<file path="config.mk">
export PLATFORM = sky130hd
export DESIGN_NAME = dbg_loader
export DESIGN_NICKNAME = d
export VERILOG_FILES = /design/src/rtl/dbg_loader_pkg.sv /design/src/rtl/dbg_resp_tx.sv /design/src/rtl/dbg_loader.sv
export SDC_FILE = /design/constraint.sdc
export NUM_CORES = 1
export LEC_CHECK = 0
export ABC_AREA = 1
export CORE_MARGIN = 3
export CORE_UTILIZATION = 45
export CTS_CLUSTER_DIAMETER = 30
export DETAILED_ROUTE_END_ITERATION = 12
export PLACE_DENSITY_LB_ADDON = 0.05
export SETUP_SLACK_MARGIN = 0.15
export SYNTH_ARGS = -nofsm -noshare
export SYNTH_HDL_FRONTEND = slang
export SYNTH_SLANG_ARGS = --single-unit
</file>
<file path="constraint.sdc">
create_clock -name clk -period 1.9 [get_ports clk]
set_input_delay 0.475 -clock clk [delete_from_list [all_inputs] [get_ports clk]]
set_output_delay 0.475 -clock clk [all_outputs]
set_load 0.03 [all_outputs]
</file>
<file path="src/rtl/dbg_loader_pkg.sv">
// Shared command/response codes and FSM state type for the UART debug loader.
package dbg_loader_pkg;

  localparam logic [7:0] CMD_WRITE = 8'h57;
  localparam logic [7:0] CMD_READ  = 8'h52;
  localparam logic [7:0] CMD_GO    = 8'h47;
  localparam logic [7:0] CMD_HALT  = 8'h48;
  localparam logic [7:0] RSP_ACK   = 8'h06;
  localparam logic [7:0] RSP_NAK   = 8'h15;

  localparam logic [2:0] LEN_SHORT = 3'd1;
  localparam logic [2:0] LEN_WORD  = 3'd4;

  typedef enum logic [2:0] {
    ST_IDLE,
    ST_ADDR,
    ST_DATA,
    ST_MEM,
    ST_RESP
  } state_t;

endpackage

</file>
<file path="src/rtl/dbg_resp_tx.sv">
// Response shifter: sends 1 or 4 bytes LSB first over a valid/ready handshake.
module dbg_resp_tx (
  input  logic        clk,
  input  logic        reset,
  input  logic        load,
  input  logic [31:0] load_data,
  input  logic [2:0]  load_len,
  input  logic        tx_ready,
  output logic [7:0]  tx_data,
  output logic        tx_valid,
  output logic        done
);

  logic [31:0] shift_reg;
  logic [2:0]  count_reg;
  logic [7:0]  data_reg;
  logic        valid_reg;
  logic        fire;

  assign fire     = valid_reg && tx_ready;
  assign done     = fire && (count_reg == 3'd1);
  assign tx_data  = data_reg;
  assign tx_valid = valid_reg;

  always_ff @(posedge clk) begin
    if (reset) begin
      shift_reg <= '0;
      count_reg <= '0;
      data_reg  <= '0;
      valid_reg <= 1'b0;
    end else if (load) begin
      shift_reg <= load_data;
      count_reg <= load_len;
      data_reg  <= load_data[7:0];
      valid_reg <= 1'b1;
    end else if (fire) begin
      // The following byte is already on tx_data the cycle after the handshake.
      if (count_reg == 3'd1) begin
        valid_reg <= 1'b0;
        count_reg <= '0;
      end else begin
        shift_reg <= {8'h00, shift_reg[31:8]};
        data_reg  <= shift_reg[15:8];
        count_reg <= count_reg - 3'd1;
      end
    end
  end

endmodule

</file>
<file path="src/rtl/dbg_loader.sv">
// UART packet debug loader: word read/write into memory and CPU run/halt control.
module dbg_loader
  import dbg_loader_pkg::*;
#(
  parameter int MEM_CYC     = 4,
  parameter int TIMEOUT_CYC = 100000
) (
  input  logic        clk,
  input  logic        reset,
  input  logic [7:0]  rx_data,
  input  logic        rx_valid,
  output logic [7:0]  tx_data,
  output logic        tx_valid,
  input  logic        tx_ready,
  output logic        dbg_mem_op,
  output logic [31:0] dbg_adr,
  output logic [31:0] dbg_do,
  output logic [3:0]  dbg_wren,
  input  logic [31:0] dbg_di,
  output logic        cpu_n_reset
);

  localparam int MW = $clog2(MEM_CYC + 1);
  localparam int TW = $clog2(TIMEOUT_CYC + 1);

  state_t        state_reg, state_next;
  logic [7:0]    cmd_reg, cmd_next;
  logic [1:0]    byte_cnt_reg, byte_cnt_next;
  logic [31:0]   adr_reg, adr_next;
  logic [31:0]   do_reg, do_next;
  logic [MW-1:0] mem_cnt_reg, mem_cnt_next;
  logic [TW-1:0] to_cnt_reg, to_cnt_next;
  logic          cpu_reg, cpu_next;

  logic          load;
  logic [31:0]   load_data;
  logic [2:0]    load_len;
  logic          resp_done;
  logic [31:0]   addr_full;
  logic [31:0]   data_full;

  // Little-endian assembly: each new byte enters at the top and walks down.
  assign addr_full = {rx_data, adr_reg[31:8]};
  assign data_full = {rx_data, do_reg[31:8]};

  always_ff @(posedge clk) begin
    if (reset) begin
      state_reg    <= ST_IDLE;
      cmd_reg      <= '0;
      byte_cnt_reg <= '0;
      adr_reg      <= '0;
      do_reg       <= '0;
      mem_cnt_reg  <= '0;
      to_cnt_reg   <= '0;
      cpu_reg      <= 1'b0;
    end else begin
      state_reg    <= state_next;
      cmd_reg      <= cmd_next;
      byte_cnt_reg <= byte_cnt_next;
      adr_reg      <= adr_next;
      do_reg       <= do_next;
      mem_cnt_reg  <= mem_cnt_next;
      to_cnt_reg   <= to_cnt_next;
      cpu_reg      <= cpu_next;
    end
  end

  always_comb begin
    state_next    = state_reg;
    cmd_next      = cmd_reg;
    byte_cnt_next = byte_cnt_reg;
    adr_next      = adr_reg;
    do_next       = do_reg;
    mem_cnt_next  = '0;
    to_cnt_next   = '0;
    cpu_next      = cpu_reg;
    load          = 1'b0;
    load_data     = {24'h0, RSP_ACK};
    load_len      = LEN_SHORT;

    case (state_reg)
      ST_IDLE: begin
        byte_cnt_next = '0;
        if (rx_valid) begin
          case (rx_data)
            CMD_WRITE, CMD_READ: begin
              cmd_next   = rx_data;
              state_next = ST_ADDR;
            end
            CMD_GO: begin
              cpu_next   = 1'b1;
              load       = 1'b1;
              state_next = ST_RESP;
            end
            CMD_HALT: begin
              cpu_next   = 1'b0;
              load       = 1'b1;
              state_next = ST_RESP;
            end
            default: begin
              load       = 1'b1;
              load_data  = {24'h0, RSP_NAK};
              state_next = ST_RESP;
            end
          endcase
        end
      end

      ST_ADDR: begin
        if (rx_valid) begin
          adr_next      = addr_full;
          byte_cnt_next = byte_cnt_reg + 2'd1;
          if (byte_cnt_reg == 2'd3) begin
            if (cmd_reg == CMD_WRITE) begin
              state_next = ST_DATA;
            end else if (addr_full[1:0] != 2'b00 || cpu_reg) begin
              load       = 1'b1;
              load_data  = {24'h0, RSP_NAK};
              state_next = ST_RESP;
            end else begin
              state_next = ST_MEM;
            end
          end
        end else if (to_cnt_reg == TW'(TIMEOUT_CYC - 1)) begin
          state_next = ST_IDLE;
        end else begin
          to_cnt_next = to_cnt_reg + 1'b1;
        end
      end

      ST_DATA: begin
        if (rx_valid) begin
          do_next       = data_full;
          byte_cnt_next = byte_cnt_reg + 2'd1;
          if (byte_cnt_reg == 2'd3) begin
            if (adr_reg[1:0] != 2'b00 || cpu_reg) begin
              load       = 1'b1;
              load_data  = {24'h0, RSP_NAK};
              state_next = ST_RESP;
            end else begin
              state_next = ST_MEM;
            end
          end
        end else if (to_cnt_reg == TW'(TIMEOUT_CYC - 1)) begin
          state_next = ST_IDLE;
        end else begin
          to_cnt_next = to_cnt_reg + 1'b1;
        end
      end

      ST_MEM: begin
        mem_cnt_next = mem_cnt_reg + 1'b1;
        if (mem_cnt_reg == MW'(MEM_CYC - 1)) begin
          // Read data is taken straight into the shifter on the final bus cycle.
          mem_cnt_next = '0;
          load         = 1'b1;
          state_next   = ST_RESP;
          if (cmd_reg == CMD_READ) begin
            load_data = dbg_di;
            load_len  = LEN_WORD;
          end
        end
      end

      ST_RESP: begin
        if (resp_done) state_next = ST_IDLE;
      end

      default: state_next = ST_IDLE;
    endcase
  end

  assign dbg_mem_op  = (state_reg == ST_MEM);
  assign dbg_wren    = (state_reg == ST_MEM && cmd_reg == CMD_WRITE) ? 4'hF : 4'h0;
  assign dbg_adr     = {adr_reg[31:2], 2'b00};
  assign dbg_do      = do_reg;
  assign cpu_n_reset = cpu_reg;

  dbg_resp_tx u_resp_tx (
    .clk       (clk),
    .reset     (reset),
    .load      (load),
    .load_data (load_data),
    .load_len  (load_len),
    .tx_ready  (tx_ready),
    .tx_data   (tx_data),
    .tx_valid  (tx_valid),
    .done      (resp_done)
  );

endmodule

</file>
## Yosys cells after proc, flatten, opt, wreduce, memory -nomap -nowiden

Cells that the tools add are included.

| cells by class | value |
|---|---|
| mux-type cells | 55 |
| $add $sub $neg | 4 |
| bitwise gates (word level) | 2 |
| reduce and logical (&&, ||, !) cells | 25 |
| equality and inequality tests | 21 |

Operator list:

| operator | number |
|---|---|
| $mux 32 | 5 |
| $pmux 32 s4 | 1 |
| $mux 3 | 18 |
| $eq 8x7->1 const B | 6 |
| $mux 5 | 9 |
| $mux 8 | 3 |
| $add 17x1->17 const B | 1 |
| $eq 17x17->1 const B | 1 |
| $pmux 3 s5 | 1 |
| $mux 1 | 13 |
| $reduce_bool 2->1 | 6 |
| $reduce_and 2->1 | 5 |
| $eq 3x2->1 const B | 3 |
| $reduce_or 4->1 | 2 |
| $eq 3x1->1 const B | 2 |
| $ne 2x2->1 const B | 3 |
| $ne 3x3->1 const B | 2 |
| $reduce_and 3->1 | 2 |
| $reduce_and 5->1 | 1 |
| $mux 4 | 1 |
| $ne 2x1->1 const B | 2 |
| $pmux 1 s4 | 1 |
| $pmux 2 s2 | 1 |
| $reduce_or 2->1 | 2 |
| other kinds (12) | 16 |

| storage, ports and cells | value |
|---|---|
| register bits after elaboration | 142 |
| word-level logic and storage cells | 119 |
| input port bits | 44 |
| output and inout port bits | 79 |

## Logic depth before layout (Yosys ltp)

| depth | value |
|---|---|
| word-level depth | 9 |
| gate-level depth with buffers | 14 |
| gate-level depth less buffers | 13 |

## Hierarchy

Synthesis repeated with hierarchy kept, for this count alone.

| unflattened totals | value |
|---|---|
| cells, all modules | 923 |
| area, all modules | 6528.8 um^2 |

Modules (own cells, without submodules):

| module | cells each | area an instance (um^2) | times used |
|---|---|---|---|
| dbg_loader | 637 | 4525.6 | 1 |
| dbg_resp_tx | 286 | 2003.2 | 1 |

## Least setup slack after synthesis

Ideal clock, no wire load.

| path | value |
|---|---|
| path kind | register -> output |
| from | reg cmd_reg[5] |
| to | out dbg_wren[1] |
| path slack | -314 ps |
| arrival | 1739 ps |
| data required time | 1425 ps |
| stages on the path, launching flop included | 7 |
| buffers on the path | 1 |
| cells stage by stage | dfxtp_1 -> inv_1 -> nand2_1 -> nor2_1 -> nand2_1 -> nor3_1 -> buf_4 |

| on the way | value |
|---|---|
| longest elaborated chain between the ends | 3 |

Ends and longest elaborated chain:

| element | line | RTL |
|---|---|---|
| start: declaration | dbg_loader.sv:27 | `logic [7:0] cmd_reg, cmd_next;` |
| start signal: assignment | dbg_loader.sv:58 | `cmd_reg <= cmd_next;` |
| $eq 8x7->1 | dbg_loader.sv:174 | `assign dbg_wren = (state_reg == ST_MEM && cmd_reg == CMD_WRITE) ? 4'hF : 4'h0;` |
| $logic_and 1x1->1 | dbg_loader.sv:174 |  |
| $mux 4 | dbg_loader.sv:174 |  |
| end: declaration | dbg_loader.sv:18 | `output logic [3:0] dbg_wren,` |

Every way passes these cells.

## Worst setup path in the final report

| path | value |
|---|---|
| from | reg cmd_reg[2] |
| to | out dbg_wren[3] |

Same word-level chain as after synthesis.

==> run metrics <==
status=complete, but fails checks; failing checks=negative setup slack; H-Tree Depth=4; reg2reg path depth=15; max-slew violation count=0; Hold Buf Count CTS=0; setup tns final=-0.417 ns; RePlAce Congestion=0.863; Worst Setup EP=dbg_wren[3]; MaxCap Viol Count=0; Tot Pwr=7960 µW; number of synthesis warnings=0; Reg-to-Reg End=u_resp_tx.shift_reg[12]$_SDFFE_PP0P_; Syn Std Cell Area=between 0.005 and 0.006 mm²; total gr overflow=0; Final Setup Violations=5; Static Leak=0.00424 µW; fmax=499 MHz; Critical Path Source Type=flop; Clk Latency, worst-skew pair=about 0.41 ns; register area share after synthesis=45.0%; deepest clock path buffer count=2; filler cell count=1080; post-route insts no fill=around 1100; # DRC=0; Synth top area share=between 40 and 50%; worst hold slack=0.440 ns; DR WL/cell=around 14 µm; die width=121 µm; top-count cell post-synth=nor2_1; Post-Syn Area per Cell=just over 7 µm²; VDD IR-drop max=roughly 0.63 mV; row count=41; total iterations of the first detailed-routing run=4; post-route setup slack=-0.103 ns; CP Data Required Time=1.42 ns; via density per instance=4.99; CP max FO=4; pwr/cell area=938 mW/mm²; Hold Crit Class=reg -> reg; Synth area leader=dfxtp_1; CTS sink cnt=134; clock root buffer master=clkbuf_16; CP Class=reg -> out; fraction of layout cells with a size suffix above 1=19.8%; Critical Path AT=~1.5 ns; final core utilization=66.5%; Min Clock Period, post-route=2.00 ns; via count=5704; initial cell density of the core=46.7%; initial DRC count=400; async set or reset register ratio after synthesis=0%; CP startpoint=cmd_reg[2]$_SDFFE_PP0P_; synth cell count leaders=nor2_1 (149), nand2_1 (138), dfxtp_1 (134); Placed Instances=1085; reg2reg setup slack=-0.01 ns; cells after synthesis=826; initial antenna violation count=0; IO Pins=around 120; Num CTS Buffers=17; Worst setup EP type=output port; Final nets=1008; Cell variety after synth=37; vias in the first global route=roughly 5400; top_reg_cell synth=dfxtp_1; Total Routed Length=roughly 16000 µm; Post-DP HPWL=9990 µm; Die Ht=121 µm; number of port buffers=120; gr usage total=21.0%; ANT nets after route=0; number of flops mapped to enable cells by yosys=0; Fin. Hold Viols=0; register area=0.00270 mm²; die area=between 0.01 and 0.015 mm²; first-pass GRT wire length=25000 µm; synth top area cells=dfxtp_1 (45%), nor2_1 (9.4%), nand2_1 (8.7%), nand3_1 (6.5%), o21ai_0 (6.4%); final period utilization=105%; Worst R2R Start=cmd_reg[3]$_SDFFE_PP0P_; multi-input combinational cell area=0.00275 mm²; Area Growth Syn to Fin=42.4%; CTS clock-pin slew for the worst setup and hold paths=0.06 ns; Layout Skew=0.00625 ns; largest net degree at the start of global routing=91; Core ar.=0.0128 mm²; RSZ-0062 raised after global routing=true; CTS tree=done; ant diodes=0; #FFs+latches synth=134
-- how the worst min path moves through the flow --
| stage | start | endpoint | slack, ns | cells past startpoint |
|---|---|---|---|---|
| global route | mem_cnt_reg[0]$_SDFF_PP0_ | mem_cnt_reg[0]$_SDFF_PP0_ | 0.45 | 1 |
| floorplan | mem_cnt_reg[0]$_SDFF_PP0_ | mem_cnt_reg[0]$_SDFF_PP0_ | 0.40 | 1 |
| global placement | mem_cnt_reg[0]$_SDFF_PP0_ | mem_cnt_reg[0]$_SDFF_PP0_ | 0.41 | 1 |
| CTS | to_cnt_reg[0]$_SDFF_PP0_ | to_cnt_reg[0]$_SDFF_PP0_ | 0.45 | 1 |
| detailed placement | mem_cnt_reg[0]$_SDFF_PP0_ | mem_cnt_reg[0]$_SDFF_PP0_ | 0.41 | 1 |
| finish | mem_cnt_reg[0]$_SDFF_PP0_ | mem_cnt_reg[0]$_SDFF_PP0_ | 0.44 | 1 |
-- per-layer routing --
metal,track usage (%),up-vias,part of all wire [%]
li1,-,2878,-
met1,25.5,2667,44
met2,35.0,144,49
met3,7.69,15,6.7
met4,6.09,0,0.98
met5,0,-,0
-- final cells by class --
type	count	area share, %
clock inverter	13	2.03
sequential	134	31.8
multi-input combinational	544	32.4
tap	172	2.53
inverter	66	3.09
timing repair buffer	195	23.0
clock buffer	18	5.17
-- kinds of logic after synthesis --
logic type,Yosys count,share of synthesized area [%]
flip-flops,134,45.0
adder cells (fa/ha/maj),6,1.26
XOR/XNOR,6,0.881
other,1,0.0629
buffers and inverters,149,12.9
AND/OR/NAND/NOR,403,28.8
AO/OA/AOI/OAI,127,11.1
-- worst max-delay path, cell delays in order (launching register included) --
cell     delay [ns]
dfxtp_1        0.36
nand2_1        0.11
nor2_4         0.11
nand2_4        0.07
nor3_4         0.28
buf_6          0.18
-- placed cells by master (no fill, tap or decap), drive strengths merged, types with 19 or more instances in the layout --
cell type / Yosys / layout
nor2: 152 / 152
nand2: 144 / 144
dfxtp: 134 / 134
nand3: 81 / 81
o21ai: 78 / 78
buf: 60 / 76
dlygate4sd2: 0 / 73
inv: 66 / 69
a21oi: 43 / 43
clkdlybuf4s50: 0 / 36
clkbuf: 23 / 19
-- repair_timing --
action | 4_1_cts | 5_1_grt
endpoints found under the hold margin | 0 | 0
resized for setup | 108 | 58
gates cloned | 6 | 1
setup buffers | 12 | 7
pin swaps | 5 | 18
endpoints found under the setup margin | 98 | 49
-- power by group --
group / internal, µW / switching [µW] / leakage, µW
logic: 811 / 815 / 0.00285
registers: 2890 / 70.8 / 0.00109
clock network: 2110 / 1270 / 0.000298
total: 5810 / 2150 / 0.00424
-- stage by stage --
step	area, µm²	worst slack (ns)
global route	8490	-0.176
floorplan	5980	0.193
CTS	8230	-0.0893
detailed placement	7320	-0.330
global placement	7320	-0.272
finish	8490	-0.103
Note: power is estimated with default switching activity, not from simulation.
